### src/rtl/uart_fifo_pkg.sv
// Shared types and constants for the UART FIFO bridge.
package uart_fifo_pkg;

    localparam int   UART_DW       = 8;
    localparam logic MODE_HOST     = 1'b0;
    localparam logic MODE_LOOPBACK = 1'b1;

    typedef enum logic [1:0] {
        TX_IDLE      = 2'd0,
        TX_START     = 2'd1,
        TX_WAIT_BUSY = 2'd2,
        TX_WAIT_DONE = 2'd3
    } tx_state_e;

endpackage

### src/rtl/sync_fifo.sv
// First-word-fall-through synchronous FIFO; DEPTH must be a power of two.
module sync_fifo #(
    parameter int DEPTH = 16,
    parameter int WIDTH = 8
) (
    input  logic                     clk,
    input  logic                     rst,
    input  logic                     push,
    input  logic                     pop,
    input  logic [WIDTH-1:0]         w_data,
    output logic [WIDTH-1:0]         r_data,
    output logic                     full,
    output logic                     empty,
    output logic [$clog2(DEPTH):0]   count
);
    localparam int AW = $clog2(DEPTH);

    logic [WIDTH-1:0] mem_q [DEPTH];
    logic [AW-1:0]    wr_ptr_q, rd_ptr_q;
    logic [AW:0]      count_q;
    logic             do_push, do_pop;

    // A full FIFO still accepts a push when the head leaves in the same cycle.
    assign do_pop  = pop && !empty;
    assign do_push = push && (!full || do_pop);

    assign r_data = mem_q[rd_ptr_q];
    assign full   = (count_q == (AW+1)'(DEPTH));
    assign empty  = (count_q == '0);
    assign count  = count_q;

    // Storage write; contents need no reset since count gates visibility.
    always_ff @(posedge clk) begin
        if (do_push) mem_q[wr_ptr_q] <= w_data;
    end

    // Pointers wrap naturally at the power-of-two depth; count is exact.
    always_ff @(posedge clk or negedge rst) begin
        if (!rst) begin
            wr_ptr_q <= '0;
            rd_ptr_q <= '0;
            count_q  <= '0;
        end else begin
            if (do_push) wr_ptr_q <= wr_ptr_q + 1'b1;
            if (do_pop)  rd_ptr_q <= rd_ptr_q + 1'b1;
            case ({do_push, do_pop})
                2'b10:   count_q <= count_q + 1'b1;
                2'b01:   count_q <= count_q - 1'b1;
                default: count_q <= count_q;
            endcase
        end
    end

endmodule

### src/rtl/uart.sv
// 8N1 UART core: one-shot transmitter and mid-bit sampling receiver.
module uart
    import uart_fifo_pkg::*;
#(
    parameter int CLKS_PER_BIT = 16
) (
    input  logic               clk,
    input  logic               rst,
    input  logic               rx,
    output logic               tx,
    input  logic               tx_start,
    input  logic [UART_DW-1:0] tx_data,
    output logic               tx_busy,
    output logic               rx_done,
    output logic [UART_DW-1:0] rx_data
);
    localparam int CW = $clog2(CLKS_PER_BIT);

    logic [9:0]         tx_shift_q;
    logic [3:0]         tx_bit_q, rx_bit_q;
    logic [CW-1:0]      tx_cnt_q, rx_cnt_q;
    logic               tx_busy_q, rx_busy_q, rx_done_q, rx_s1_q, rx_s2_q;
    logic [UART_DW-1:0] rx_shift_q;

    assign tx      = tx_busy_q ? tx_shift_q[0] : 1'b1;
    assign tx_busy = tx_busy_q;
    assign rx_done = rx_done_q;
    assign rx_data = rx_shift_q;

    // Transmitter: shift out start, 8 data bits LSB first, stop.
    always_ff @(posedge clk or negedge rst) begin
        if (!rst) begin
            tx_shift_q <= '1;
            tx_bit_q   <= '0;
            tx_cnt_q   <= '0;
            tx_busy_q  <= 1'b0;
        end else if (!tx_busy_q) begin
            if (tx_start) begin
                tx_shift_q <= {1'b1, tx_data, 1'b0};
                tx_busy_q  <= 1'b1;
                tx_cnt_q   <= CW'(CLKS_PER_BIT - 1);
                tx_bit_q   <= '0;
            end
        end else if (tx_cnt_q != '0) begin
            tx_cnt_q <= tx_cnt_q - 1'b1;
        end else if (tx_bit_q == 4'd9) begin
            tx_busy_q <= 1'b0;
        end else begin
            tx_shift_q <= {1'b1, tx_shift_q[9:1]};
            tx_bit_q   <= tx_bit_q + 1'b1;
            tx_cnt_q   <= CW'(CLKS_PER_BIT - 1);
        end
    end

    // Receiver: synchronise, find start edge, sample each bit at its centre.
    always_ff @(posedge clk or negedge rst) begin
        if (!rst) begin
            rx_s1_q    <= 1'b1;
            rx_s2_q    <= 1'b1;
            rx_busy_q  <= 1'b0;
            rx_done_q  <= 1'b0;
            rx_bit_q   <= '0;
            rx_cnt_q   <= '0;
            rx_shift_q <= '0;
        end else begin
            rx_s1_q   <= rx;
            rx_s2_q   <= rx_s1_q;
            rx_done_q <= 1'b0;
            if (!rx_busy_q) begin
                if (!rx_s2_q) begin
                    rx_busy_q <= 1'b1;
                    rx_cnt_q  <= CW'(CLKS_PER_BIT / 2 - 1);
                    rx_bit_q  <= '0;
                end
            end else if (rx_cnt_q != '0) begin
                rx_cnt_q <= rx_cnt_q - 1'b1;
            end else begin
                rx_cnt_q <= CW'(CLKS_PER_BIT - 1);
                rx_bit_q <= rx_bit_q + 1'b1;
                if (rx_bit_q == 4'd0) begin
                    if (rx_s2_q) rx_busy_q <= 1'b0;   // glitch, not a start bit
                end else if (rx_bit_q == 4'd9) begin
                    rx_busy_q <= 1'b0;
                    rx_done_q <= rx_s2_q;             // only framed bytes count
                end else begin
                    rx_shift_q <= {rx_s2_q, rx_shift_q[UART_DW-1:1]};
                end
            end
        end
    end

endmodule

### src/rtl/uart_fifo_bridge.sv
// UART with RX/TX FIFOs, loopback forwarding and a TX launch FSM.
// Optional drop counter: define UART_FIFO_DROPCNT_EN.
module uart_fifo_bridge
    import uart_fifo_pkg::*;
#(
    parameter int RX_DEPTH     = 16,
    parameter int TX_DEPTH     = 16,
    parameter int CLKS_PER_BIT = 16
) (
    input  logic                      clk,
    input  logic                      rst,
    input  logic                      rx,
    output logic                      tx,
    input  logic                      mode,
    input  logic [UART_DW-1:0]        host_wdata,
    input  logic                      host_wr,
    output logic                      host_full,
    output logic [UART_DW-1:0]        host_rdata,
    input  logic                      host_rd,
    output logic                      host_empty,
    output logic [$clog2(RX_DEPTH):0] rx_count,
    output logic [$clog2(TX_DEPTH):0] tx_count,
    output logic                      rx_overrun,
    input  logic                      clear,
    output logic [7:0]                drop_cnt
);
    logic               rx_done, tx_start, tx_busy;
    logic [UART_DW-1:0] rx_data, rx_head, tx_head, tx_wdata;
    logic               rx_full, rx_empty, tx_full, tx_empty;
    logic               rx_pop, tx_push, tx_pop, fwd, loop, drop;
    tx_state_e          state_q, state_d;
    logic [UART_DW-1:0] tx_data_q, tx_data_d;
    logic               rx_overrun_q, rx_overrun_d;

    // Forwarding moves one byte RX->TX atomically, so a mode flip never loses data.
    assign loop     = (mode == MODE_LOOPBACK);
    assign fwd      = loop && !rx_empty && !tx_full;
    assign rx_pop   = loop ? fwd : host_rd;
    assign tx_push  = loop ? fwd : host_wr;
    assign tx_wdata = loop ? rx_head : host_wdata;
    // A full RX FIFO is non-empty, so any pop request frees a slot this cycle.
    assign drop     = rx_done && rx_full && !rx_pop;

    assign host_rdata = rx_head;
    assign host_empty = rx_empty;
    assign host_full  = tx_full;
    assign rx_overrun = rx_overrun_q;

    sync_fifo #(.DEPTH(RX_DEPTH), .WIDTH(UART_DW)) u_rx_fifo (
        .clk(clk), .rst(rst), .push(rx_done), .pop(rx_pop), .w_data(rx_data),
        .r_data(rx_head), .full(rx_full), .empty(rx_empty), .count(rx_count)
    );

    sync_fifo #(.DEPTH(TX_DEPTH), .WIDTH(UART_DW)) u_tx_fifo (
        .clk(clk), .rst(rst), .push(tx_push), .pop(tx_pop), .w_data(tx_wdata),
        .r_data(tx_head), .full(tx_full), .empty(tx_empty), .count(tx_count)
    );

    uart #(.CLKS_PER_BIT(CLKS_PER_BIT)) u_uart (
        .clk(clk), .rst(rst), .rx(rx), .tx(tx), .tx_start(tx_start),
        .tx_data(tx_data_q), .tx_busy(tx_busy), .rx_done(rx_done), .rx_data(rx_data)
    );

    // Sticky overrun; a clear in the same cycle as a drop wins.
    always_comb begin
        rx_overrun_d = rx_overrun_q;
        if (clear)     rx_overrun_d = 1'b0;
        else if (drop) rx_overrun_d = 1'b1;
    end

`ifdef UART_FIFO_DROPCNT_EN
    logic [7:0] drop_cnt_q, drop_cnt_d;

    // Saturating count of dropped RX bytes.
    always_comb begin
        drop_cnt_d = drop_cnt_q;
        if (clear)                           drop_cnt_d = '0;
        else if (drop && drop_cnt_q != '1)   drop_cnt_d = drop_cnt_q + 1'b1;
    end

    // Drop counter register.
    always_ff @(posedge clk or negedge rst) begin
        if (!rst) drop_cnt_q <= '0;
        else      drop_cnt_q <= drop_cnt_d;
    end

    assign drop_cnt = drop_cnt_q;
`else
    assign drop_cnt = '0;
`endif

    // Launch FSM: pop a byte, pulse tx_start, then track one full busy window.
    always_comb begin
        state_d   = state_q;
        tx_data_d = tx_data_q;
        tx_pop    = 1'b0;
        tx_start  = 1'b0;
        case (state_q)
            TX_IDLE: if (!tx_empty && !tx_busy) begin
                tx_data_d = tx_head;
                tx_pop    = 1'b1;
                state_d   = TX_START;
            end
            TX_START: begin
                tx_start = 1'b1;
                state_d  = TX_WAIT_BUSY;
            end
            TX_WAIT_BUSY: if (tx_busy)  state_d = TX_WAIT_DONE;
            TX_WAIT_DONE: if (!tx_busy) state_d = TX_IDLE;
            default:                    state_d = TX_IDLE;
        endcase
    end

    // Control state, launch data and overrun flag.
    always_ff @(posedge clk or negedge rst) begin
        if (!rst) begin
            state_q      <= TX_IDLE;
            tx_data_q    <= '0;
            rx_overrun_q <= 1'b0;
        end else begin
            state_q      <= state_d;
            tx_data_q    <= tx_data_d;
            rx_overrun_q <= rx_overrun_d;
        end
    end

endmodule
### config.mk
export PLATFORM = sky130hd
export DESIGN_NAME = uart_fifo_bridge
export DESIGN_NICKNAME = d
export VERILOG_FILES = /design/src/rtl/uart_fifo_pkg.sv /design/src/rtl/sync_fifo.sv /design/src/rtl/uart.sv /design/src/rtl/uart_fifo_bridge.sv
export SDC_FILE = /design/constraint.sdc
export NUM_CORES = 1
export LEC_CHECK = 0
export BUFFER_PORTS_ARGS = -buffer_cell sky130_fd_sc_hd__buf_2
export CAP_MARGIN = 5
export CORE_MARGIN = 10
export CORE_UTILIZATION = 67
export CTS_BUF_LIST = sky130_fd_sc_hd__clkbuf_16
export CTS_CLUSTER_SIZE = 12
export DETAILED_ROUTE_END_ITERATION = 7
export PLACE_DENSITY = 0.87
export SKIP_CTS_REPAIR_TIMING = 1
export SYNTH_ARGS = -nofsm -noshare
export SYNTH_HDL_FRONTEND = slang
export SYNTH_SLANG_ARGS = --single-unit
### constraint.sdc
create_clock -name clk -period 6.6 [get_ports clk]
set_input_delay 0 -clock clk [delete_from_list [all_inputs] [get_ports clk]]
set_output_delay 0 -clock clk [all_outputs]
set_load 0.05 [all_outputs]
## After elaboration in Yosys (flattened, before gate mapping)

Memory sizes are Yosys's and may differ from the RTL's. A register that Yosys moved wholly into a read port is not among the register bits.
Cells that the tools add are included.
W data, S select, Z words.

| word-level totals | value |
|---|---|
| register bits after elaboration | 68 |
| RAM bits | 256 |
| input bits | 15 |
| output and inout bits | 30 |
| logic and storage cells | 139 |
| memories | 2 |

| operators by class | value |
|---|---|
| add/subtract/negate cells | 12 |
| equality and inequality tests | 19 |
| mux-type cells | 50 |
| bitwise operators | 3 |
| reductions and logical operators | 34 |

Memories:

| name | words | bits a word | read ports | clocked after memory_dff | write ports | line | RTL |
|---|---|---|---|---|---|---|---|
| u_rx_fifo.mem_q | 16 | 8 | 1 | 0 | 1 | sync_fifo.sv:18 | `logic [WIDTH-1:0] mem_q [DEPTH];` |
| u_tx_fifo.mem_q | 16 | 8 | 1 | 1 | 1 | sync_fifo.sv:18 |  |

Operators with widths:

| kind | number |
|---|---|
| $mux W4 | 14 |
| $mux W10 | 4 |
| $mux W1 | 25 |
| $add A4 B1 Y4 const B | 6 |
| $pmux W5 S2 | 2 |
| $add A5 B1 Y5 const B | 2 |
| $eq A5 B5 Y1 const B | 2 |
| $logic_not A5 Y1 | 2 |
| $ne A2 B2 Y1 const B | 5 |
| $sub A5 B1 Y5 const B | 2 |
| $logic_and A1 B1 Y1 | 9 |
| $eq A2 B2 Y1 const B | 4 |
| $eq A4 B4 Y1 const B | 2 |
| $mux W8 | 1 |
| $pmux W2 S4 | 1 |
| $reduce_bool A2 Y1 | 4 |
| $reduce_bool A4 Y1 | 2 |
| $sub A4 B1 Y4 const B | 2 |
| $logic_not A1 Y1 | 7 |
| $eq A2 B1 Y1 const B | 3 |
| $mux W2 | 3 |
| $reduce_and A2 Y1 | 3 |
| $reduce_and A3 Y1 | 2 |
| $logic_not A4 Y1 | 1 |
| other kinds (6) | 10 |

## Longest topological paths before layout

| logic depth | value |
|---|---|
| depth in word-level cells | 10 |
| depth in mapped cells | 13 |
| gate-level depth less buffers | 13 |

## Cells and area by module

Synthesis repeated with hierarchy kept, for this count alone.

| unflattened totals | value |
|---|---|
| cells, all modules | 823 |
| area, all modules | 14,093.5 um^2 |

By module, submodules not included:

| module | times used | cells an instance | area each (um^2) |
|---|---|---|---|
| sync_fifo (u_rx_fifo) | 1 | 302 | 5,794.3 |
| sync_fifo (u_tx_fifo) | 1 | 302 | 5,748.0 |
| uart | 1 | 160 | 1,835.5 |
| uart_fifo_bridge | 1 | 59 | 715.7 |

## Worst setup path after synthesis

Ideal clock, no wire load.

| timing | value |
|---|---|
| kind | reg-to-reg |
| start point | register u_rx_fifo.count_q[1] (netlist: u_rx_fifo.count[1]) |
| end point | register u_tx_fifo.count_q[4] (netlist: u_tx_fifo.count[4]) |
| library setup time | 0.126 ns |
| data arrival time | 3.502 ns |
| data required time | 6.474 ns |
| path slack | 2.973 ns |
| cell stages (with the launch flop) | 12 |
| period minus slack after synthesis | 3.627 ns |
| cell sequence | dfrtp_1 or4_1 nor2_1 o31ai_2 inv_1 ha_1 ha_1 a21o_1 a21oi_1 xor2_1 nor2_1 xnor2_1 |

| on the way | value |
|---|---|
| cells in the longest elaborated chain, start to end | 8 |
| elaborated cells on any way between the ends | 10 |

Ends and longest elaborated chain:

| what | line | RTL |
|---|---|---|
| from (decl) | sync_fifo.sv:20 | `logic [AW:0] count_q;` |
| from (signal assigned) | sync_fifo.sv:47 | `2'b10: count_q <= count_q + 1'b1;` |
| from (signal assigned) | sync_fifo.sv:48 | `2'b01: count_q <= count_q - 1'b1;` |
| from (signal assigned) | sync_fifo.sv:49 | `default: count_q <= count_q;` |
| $logic_not A5 Y1 * | sync_fifo.sv:29 | `assign empty = (count_q == '0);` |
| via host_empty | uart_fifo_bridge.sv:20 | `output logic host_empty,` |
| $logic_not A1 Y1 * | uart_fifo_bridge.sv:37 | `assign fwd = loop && !rx_empty && !tx_full;` |
| $logic_and A1 B1 Y1 * (2 in a row) | uart_fifo_bridge.sv:37 |  |
| $mux W1 * | uart_fifo_bridge.sv:39 | `assign tx_push = loop ? fwd : host_wr;` |
| $logic_and A1 B1 Y1 * | sync_fifo.sv:25 | `assign do_push = push && (!full \|\| do_pop);` |
| $eq A2 B1 Y1 or $eq A2 B2 Y1 (tied branches) | sync_fifo.sv:46 | `case ({do_push, do_pop})` |
| $pmux W5 S2 or $reduce_bool A2 Y1 (tied branches) | -- |  |
| to (signal assigned) | sync_fifo.sv:47 |  |
| to (signal assigned) | sync_fifo.sv:48 |  |
| to (signal assigned) | sync_fifo.sv:49 |  |
| to (decl) | sync_fifo.sv:20 |  |

The timed path passes the listed nets; every way through them passes the cells marked *.
A chain may end at the register's enable or synchronous reset.

## Worst setup path in the final report

| timing | value |
|---|---|
| start point | register u_tx_fifo.count_q[1] (netlist: u_tx_fifo.count[1]) |
| end point | register u_tx_fifo.count_q[4] (netlist: u_tx_fifo.count[4]) |

| on the way | value |
|---|---|
| cells in the longest elaborated chain, start to end | 10 |
| elaborated cells on any way between the ends | 18 |

Ends and longest elaborated chain:

| what | line | RTL |
|---|---|---|
| $logic_not A5 Y1 | sync_fifo.sv:29 |  |
| $logic_not A1 Y1 | sync_fifo.sv:24, uart_fifo_bridge.sv:99 |  |
| $logic_and A1 B1 Y1 | uart_fifo_bridge.sv:99 | `TX_IDLE: if (!tx_empty && !tx_busy) begin` |
| $mux W1 | uart_fifo_bridge.sv:99 |  |
| $mux W1 | uart_fifo_bridge.sv:98 | `case (state_q)` |
| $logic_and A1 B1 Y1 | sync_fifo.sv:24 | `assign do_pop = pop && !empty;` |
| $logic_or A1 B1 Y1 | sync_fifo.sv:25 |  |
| $logic_and A1 B1 Y1 | sync_fifo.sv:25 |  |
| $eq A2 B1 Y1 or $eq A2 B2 Y1 (tied branches) | sync_fifo.sv:46 |  |
| $pmux W5 S2 or $reduce_bool A2 Y1 (tied branches) | -- |  |

Parallel ways exist; a longest one is shown, timed or not.

==> impl_metrics.ini <==
[status]
status = completed

[clock_tree]
cts_buffer_depth = 3
cts_sinks = 331
cts_made_buffers = 35
cts_tree = built
clock_latency_ns = 0.52
h-tree-depth = 2
ctsRootBufferMaster = clkbuf_16
clk_pin_slew_ns = 0.06

[global_routing]
grt_max_degree = 76
antenna_found_initial = 0
grt_use_total = 0.228
grt_pass1_vias = 7799
grt_pass1_wl_um = 46200
globalRouteOverflowTotal = 0

[route]
drt_iter0_drc = 784
via_per_inst = 6.50
ant_nets = 0
dr.pass1.iters = 6
routed_wl_um = 30100
wl_per_cell_um = 25.9
route.detailed.drc = 0
vias = 7552

[logic_synthesis]
syn_area_sq_mm = 0.0139
synth-edff-count = 256
yosysSeqAreaShare = 0.688
ys_types = 62
ys.flop_type = edfxtp_1
ys_ff_latch = 331
synth_warnings = 0
syn_inst = 816
async_flop_share = 0.227
synth_area_per_cell_sq_um = 17.1

[floorplanning]
die_h_um = 164
die_w_um = 164
ioPinCount = 45
core-area_sq_mm = 0.0204
die_area_sq_mm = 0.0270
start_util = 0.684
num_rows = 52

[place]
gp_congestion = 0.890
io_buffers = 36
dp_hpwl_um = 18400
dpl.cell_count = 1095
post-place-ws_ns = 3.53

[timing]
fin_setup_tns_ns = 0
finalCritPeriodShare = 0.473
max_freq_mhz = 321
fin_skew_ns = 0.0139
rsz0062_at_grt = false
layout_setup_ws_ns = 3.48
setup_violations = 0
tightest_slew_ns = 1.19
drv_slew = 0
finalHoldViolCount = 0
period_needed_ns = 3.12
relSlewSlack = 0.202

[pwr]
p_seq_frac = 0.468
ir_drop_mv = 0.381
power_density_mw_per_mm2 = 383
p_sw_w = 0.00187
combPwrFrac = 0.234
p_total_w = 0.00588
power.internal_w = 0.00401
leakagePower_nw = 5.62
clockPowerShare = 0.297
netSwitchingFraction = 0.318

[job]
max_cap_violations = 0

[finish]
synthToLayoutAreaGrowth_pct = 10.1
post-route-util = 0.753
fin_nets = 911
diodes = 0
fin_cells = 1162
layout-drive-gt1-share = 0.217

[setup_path]
cp-start-kind = flip-flop
worstPathArrival_ns = 3.51
crit_fanout = 9
cp.required_ns = 7.00
cp-end-kind = flip-flop
path_class = flip-flop to flip-flop

[min_path]
hold_class = input port to flip-flop
cells by family after synthesis:
| logic type | share of synthesized area |
|---|---|
| AO/OA/AOI/OAI | 0.0455 |
| XOR/XNOR | 0.0157 |
| adder cells (fa/ha/maj) | 0.0280 |
| buffers and inverters | 0.0289 |
| flip-flops | 0.688 |
| multiplexers | 0.141 |
| other | 0.000269 |
| AND/OR/NAND/NOR | 0.0526 |
layout by cell type (no fill, tap or decap), types with 20 or more instances in the layout:
| cell | synthesis | final |
|---|---|---|
| a21oi_1 | 30 | 30 |
| buf_2 | 7 | 35 |
| edfxtp_1 | 256 | 256 |
| ha_1 | 28 | 28 |
| o21ai_0 | 20 | 20 |
| nand2_1 | 36 | 36 |
| nor2_1 | 42 | 42 |
| dfrtp_1 | 64 | 63 |
| mux4_2 | 51 | 51 |
| clkbuf_16 | 0 | 36 |
| mux2_2 | 28 | 28 |
| inv_1 | 24 | 42 |
cell usage after synthesis (15+ instances only):
| master | instances | share of area |
|---|---|---|
| nand2_1 | 36 | 0.0097 |
| ha_1 | 28 | 0.025 |
| edfxtp_1 | 256 | 0.55 |
| nor2_1 | 42 | 0.011 |
| mux4_2 | 51 | 0.082 |
| a21oi_1 | 30 | 0.011 |
| xnor2_1 | 15 | 0.0094 |
| o22ai_1 | 16 | 0.0072 |
| inv_1 | 24 | 0.0065 |
| mux2_2 | 28 | 0.023 |
| o21ai_0 | 20 | 0.0072 |
| dfrtp_1 | 64 | 0.11 |
| mux2i_1 | 15 | 0.011 |
layout make-up:
type                    count  area, sq um
fillers                  1082         5040
clock inverters            27          124
multi-input cells         420         3970
repair buffers             54          323
flip-flops and latches    331         9580
clock buffers              36          901
well taps                 270          338
inverters                  24         90.1
registers in the layout, indices dropped and copies added (netlist names), 2 cells and up:
register and count:
u_tx_fifo.count 5, u_rx_fifo.mem_q 128, u_tx_fifo.wr_ptr_q 4, u_tx_fifo.mem_q 128, u_uart.rx_data 8, u_rx_fifo.count 5
u_uart.tx_bit_q 4, u_uart.tx_shift_q 9, u_rx_fifo.wr_ptr_q 4, u_uart.rx_bit_q 4, u_rx_fifo.rd_ptr_q 4, u_uart.rx_cnt_q 4
state_q 2, tx_data_q 8, u_tx_fifo.rd_ptr_q 4, u_uart.tx_cnt_q 4
power by group through the flow:
| stage | Clock [W] | Sequential (W) | Combinational [W] |
|---|---|---|---|
| 2_1_floorplan | 0 | 0.00280 | 0.000986 |
| 3_3_place_gp | 0 | 0.00274 | 0.00127 |
| 3_5_place_dp | 0 | 0.00278 | 0.00136 |
| 4_1_cts | 0.00177 | 0.00274 | 0.00138 |
| 5_1_grt | 0.00185 | 0.00277 | 0.00148 |
| 6_report | 0.00175 | 0.00275 | 0.00138 |
metal layers:
layer  vias to the layer above  track usage  part of all wire
li1                       3241            -                 -
met1                      3847        0.272              0.36
met2                       376        0.407              0.54
met3                        88       0.0428             0.068
met4                         0       0.0788             0.033
met5                         -            0                 0
worst max-delay path, cell delays in order, from the launching register on:
cell and delay [ns]:
dfrtp_1 0.46, or4_4 0.60, o311ai_2 0.30, o31ai_2 0.23, inv_1 0.10, ha_1 0.28
ha_1 0.32, a21o_1 0.17, a21oi_1 0.16, xor2_1 0.17, nor2_1 0.07, xnor2_1 0.13
worst paths after layout:
check / slack [ns] / from / depth (start not counted) / end
worst min register to register: 0.35 / u_uart.rx_s1_q$_DFF_PN1_ / 0 / u_uart.rx_s2_q$_DFF_PN1_
worst max register to register: 3.48 / u_tx_fifo.count[1]$_DFFE_PN0P_ / 11 / u_tx_fifo.count[4]$_DFFE_PN0P_
worst max-delay path: 3.48 / u_tx_fifo.count[1]$_DFFE_PN0P_ / 11 / u_tx_fifo.count[4]$_DFFE_PN0P_
min in group asynchronous: 0.19 / rst / 2 / u_uart.tx_cnt_q[0]$_DFFE_PN0P_
max in group asynchronous: 5.73 / rst / 2 / u_tx_fifo.rd_ptr_q[0]$_DFFE_PN0P_
worst min-delay path: 0.004 / host_wr / 4 / u_tx_fifo.wr_ptr_q[0]$_DFFE_PN0P_
per-stage QoR:
stage / hold WS, ns / instance area, sq um
CTS: -0.435 / 15300
global placement: 0.108 / 14300
floorplan: -0.296 / 14000
finish: 0.00392 / 15300
detailed placement: 0.108 / 14300
global route: 0.0154 / 15300
Power figures use the tool's default switching activity.
